### src/rtl/fetch_queue.sv
// Instruction fetch queue between fetch and decode: DEPTH-entry FIFO with flush.
// Optional same-cycle empty-queue bypass under macro FETCH_QUEUE_BYPASS_EN.

module fq_entry #(
  parameter int DATA_W = 96
) (
  input  logic              clk,
  input  logic              we,
  input  logic [DATA_W-1:0] d,
  output logic [DATA_W-1:0] q
);
  // Payload is never reset; validity comes only from the queue pointers.
  always_ff @(posedge clk) begin
    if (we) q <= d;
  end
endmodule

module fetch_queue #(
  parameter int DATA_W = 96,
  parameter int DEPTH  = 4
) (
  input  logic                       clk,
  input  logic                       reset,
  input  logic                       flush,
  input  logic                       in_valid,
  output logic                       in_ready,
  input  logic [DATA_W-1:0]          in_data,
  output logic                       out_valid,
  input  logic                       out_ready,
  output logic [DATA_W-1:0]          out_data,
  output logic [$clog2(DEPTH+1)-1:0] count
);
  localparam int PTR_W = $clog2(DEPTH);
  localparam int CNT_W = $clog2(DEPTH+1);
  localparam logic [CNT_W-1:0] FULL_CNT = CNT_W'(DEPTH);

  logic [PTR_W-1:0]             wr_ptr, rd_ptr;
  logic [CNT_W-1:0]             cnt;
  logic [DEPTH-1:0][DATA_W-1:0] ent_q;
  logic [DEPTH-1:0]             ent_we;
  logic empty, full, push, pop, wr_en, rd_en, byp_take;

  assign empty    = (cnt == '0);
  assign full     = (cnt == FULL_CNT);
  assign in_ready = !full && !flush;
  assign count    = cnt;

`ifdef FETCH_QUEUE_BYPASS_EN
  logic byp_hit;
  assign byp_hit   = empty && in_valid && !flush;
  assign out_valid = (!empty && !flush) || byp_hit;
  assign out_data  = empty ? in_data : ent_q[rd_ptr];
  assign byp_take  = byp_hit && out_ready;
`else
  assign out_valid = !empty && !flush;
  assign out_data  = ent_q[rd_ptr];
  assign byp_take  = 1'b0;
`endif

  assign push  = in_valid && in_ready;
  assign pop   = out_valid && out_ready;
  // A bypassed entry is consumed straight from in_data and never touches storage.
  assign wr_en = push && !byp_take;
  assign rd_en = pop && !empty;

  always_ff @(posedge clk or posedge reset) begin
    if (reset) begin
      wr_ptr <= '0;
      rd_ptr <= '0;
      cnt    <= '0;
    end else if (flush) begin
      wr_ptr <= '0;
      rd_ptr <= '0;
      cnt    <= '0;
    end else begin
      if (wr_en) wr_ptr <= wr_ptr + PTR_W'(1);
      if (rd_en) rd_ptr <= rd_ptr + PTR_W'(1);
      case ({wr_en, rd_en})
        2'b10:   cnt <= cnt + CNT_W'(1);
        2'b01:   cnt <= cnt - CNT_W'(1);
        default: cnt <= cnt;
      endcase
    end
  end

  for (genvar g = 0; g < DEPTH; g++) begin : g_ent
    assign ent_we[g] = wr_en && (wr_ptr == PTR_W'(g));
    fq_entry #(.DATA_W(DATA_W)) u_ent (
      .clk (clk),
      .we  (ent_we[g]),
      .d   (in_data),
      .q   (ent_q[g])
    );
  end
endmodule

### config.mk
export PLATFORM = sky130hd
export DESIGN_NAME = fetch_queue
export DESIGN_NICKNAME = d
export VERILOG_FILES = /design/src/rtl/fetch_queue.sv
export SDC_FILE = /design/constraint.sdc
export NUM_CORES = 1
export LEC_CHECK = 0
export ABC_AREA = 1
export BUFFER_PORTS_ARGS = -buffer_cell sky130_fd_sc_hd__buf_2
export CORE_MARGIN = 2
export CORE_UTILIZATION = 50
export DETAILED_ROUTE_END_ITERATION = 10
export PLACE_DENSITY = 0.7
export SLEW_MARGIN = 5
export SYNTH_ARGS = -nofsm -noshare
export SYNTH_HDL_FRONTEND = slang
export SYNTH_SLANG_ARGS = --single-unit
### constraint.sdc
create_clock -name clk -period 16.65 [get_ports clk]
set_input_delay 3.33 -clock clk [delete_from_list [all_inputs] [get_ports clk]]
set_output_delay 3.33 -clock clk [all_outputs]
set_load 0.01 [all_outputs]
==> run summary <==
The detailed router placed a little under 9,000 vias in this run. Relative to the synthesized area, the layout overhead comes to 17.3%. At the end of routability-driven placement, the weighted congestion stood at ~0.74. The number of standard cells after synthesis came out at a little under 1,000.

The number of CTS-inserted buffers is 40. The final critical-path share of the clock period is 0.440. The final layout contains approximately 1,300 nets.

The share of post-route cells with drive strength above 1 is 0.228. The clock transition at the registers of the reported paths is about 0.060 ns. The die footprint came out at between 30,000 and 40,000 um^2. The final worst-path setup slack came out at around 9.3 ns.

Of the synthesized area, sequential elements account for 0.801. Summed over all instances, the cell type with the most area after synthesis is edfxtp_1. The critical path arrival is approximately 4 ns. The maximum number of pins on one net before global-route repair is around 110. The die width came out at 175 um. The library cells used most frequently in the layout, excluding fill and tap cells, are edfxtp_1, buf_2, nor2_1, o21ai_0, o22ai_1. STA classifies the critical path endpoint as a primary output.

The Yosys step of the flow raised 0 warnings. The highest metal layer used by the detailed router is met5. The number of port buffers came out at about 200.

The first-pass detailed-route iteration total is 5. A synthesized cell averages between 10 and 15 um^2. The clock period minus worst slack is 7.32 ns. The pre-CTS setup slack is 9.35 ns. By area the synthesized netlist is led by edfxtp_1, nor2_1, o22ai_1, o21ai_0, o21ai_1.

The via count of the first global-routing pass came out at 8,631. The number of antenna violations at the first check in global routing came out at 4. The number of I/O pins is 202. The aggregate global-route resource usage came out at 0.194. TritonCTS built the clock tree. The slew of the pin with the lowest slew margin came out at between 1 and 1.5 ns. The number of distinct library cell variants in the gate-level netlist after synthesis is 22. The H-tree was split into 2 levels. The iteration-0 DRC count of the detailed router is 750. The final hold violation count came out at 0. The final-layout setup total negative slack is 0 ns.

The maximum buffer depth of the clock tree is 3. The count of instances resized after the clock tree is built is 0. Hold repair after CTS inserted 0 buffers. The post-detailed-routing wire length came out at between 30,000 and 40,000 um. Timing would allow up to 0.137 GHz. The path class of the tightest hold or removal check is flip-flop to flip-flop. STA classifies the critical path startpoint as a primary input.

The wire length of the first global-routing pass came out at ~46,000 um. The share of the synthesized area in the top cell type is 0.789. The final standard cell utilization of the core is 0.596.

The required arrival time at the worst endpoint came out at 13.32 ns. The final HPWL from detailed placement is around 16,000 um. The overall die height is 175 um. After detailed routing, the number of vias per cell comes to ~5.5. In this run the tightest slew margin relative to its limit is 0.241. The root buffer cell chosen for the clock tree is clkbuf_16.

The count of cells along the worst hold path is 2. The maximum net fanout on the critical path is 6. Setup repair after global routing left no endpoint under its margin. The number of setup buffers added after CTS is 0. The power per unit of standard cell area came out at 150 nW/um^2. The total count of max-transition violations in the final report came out at 0.

The cell area after synthesis came out at 14,600 um^2. The flow ran to the end, and the final reports show no timing, DRC or antenna violations. The worst-case clock skew came out at between 0.01 and 0.015 ns. The post-detailed-route count of antenna-violating nets came out at 0. The logic depth of the worst register-to-register path came out at 6. The final global-route overflow total came out at 0. The mean routed wirelength per cell is 18.9 um.

The worst setup path is of the primary input to primary output kind. The amount of wire on met3 after detailed routing came out at approximately 2500 um. The initialized floorplan defines 62 standard-cell rows. The total core area came out at about 29,000 um^2. In the final routing, the length of wire on met1 measures 12,100 um. After detailed routing, the met2 layer carries 14,900 um of wire. The number of clock sinks seen by CTS came out at about 390. The final number of setup-violating endpoints came out at 0. The initial core utilization is 0.508. The clock latency reported for the late side of the worst-skew pair came out at between 0.5 and 0.6 ns.

The number of maximum-capacitance constraint violations came out at 0. After detailed routing, the number of remaining DRC violations is 0. The number of nets produced by synthesis is 1,100.

The leakage dissipation is 5.99 nW. Synthesis inferred 391 register bits. Leaving out fill and tap cells, the most frequent cell in the layout is edfxtp_1. Across the VDD grid, the largest voltage drop is 0.114 mV.
==> cells in the mapped netlist (all sizes together) <==
cell type / n
o21ai: 196
nor2: 200
dfrtp: 7
o22ai: 96
nand3: 7
xnor2: 1
edfxtp: 384
clkbuf: 26
nand2: 17
inv: 17
a21oi: 2
fa: 1
ha: 4
buf: 36
==> critical path, cell delays in order <==
cell	delay [ns]
buf_2	0.13
inv_1	0.16
nand2_1	0.11
inv_1	0.07
buf_2	0.18
==> cell type report <==
class / instances / area, um^2
timing repair buffer: 214 / 1100
clock inverter: 18 / 164
antenna: 4 / 10.0
inverter: 17 / 70.1
sequential: 391 / 11700
multi-input combinational: 524 / 2560
clock buffer: 48 / 1050
tap: 384 / 480
fill: 2220 / 11600
==> per-stage QoR <==
stage	total power [mW]	hold slack, ns	cell area (um^2)	cells
final	2.58	0.627	17200	1600
after global routing	2.70	0.677	17100	1597
after CTS	2.60	0.621	17100	1596
after detailed placement	1.77	0.603	15900	1530
after global placement	1.76	0.612	15900	1530
after floorplan	1.56	0.580	14600	994
==> where the power goes <==
| group | switching, mW | total (mW) | internal [mW] |
|---|---|---|---|
| clock | 0.337 | 0.831 | 0.493 |
| sequential | 0.0202 | 1.17 | 1.15 |
| combinational | 0.391 | 0.574 | 0.183 |
==> final timing paths <==
path	start	endpoint	slack [ns]
setup / recovery	flush	out_valid	9.33
hold / removal	count[1]	count[1]	0.63
setup reg to reg	count[0]	g_ent[0].u_ent.q[82]	13.80
hold reg to reg	count[1]	count[1]	0.63
max in group asynchronous	reset	rd_ptr[1]	13.66
min in group asynchronous	reset	count[1]	2.74
==> cells by family (layout without fill, tap and decap cells) <==
| kind of cell | count (synthesis) | in the layout | share of synthesized area |
|---|---|---|---|
| flops | 391 | 391 | 0.801 |
| other cells | 0 | 4 | 0 |
| xor+xnor | 1 | 1 | 0.000599 |
| simple gates | 224 | 224 | 0.0590 |
| buf+inv | 79 | 297 | 0.0262 |
| compound gates | 294 | 294 | 0.109 |
| fa+ha+maj | 5 | 5 | 0.00479 |
==> metal layers <==
layer  GRT usage  vias up
met1       0.246     4261
met4      0.0545        2
li1            -     4138
met3      0.0535       59
met5           0        -
met2       0.330      292
==> registers in the layout, summed over array words and instances, names as in the netlist <==
register,flops
rd_ptr,2
count,3
wr_ptr,2
g_ent.u_ent.q,384
Power figures use the tool's default switching activity.
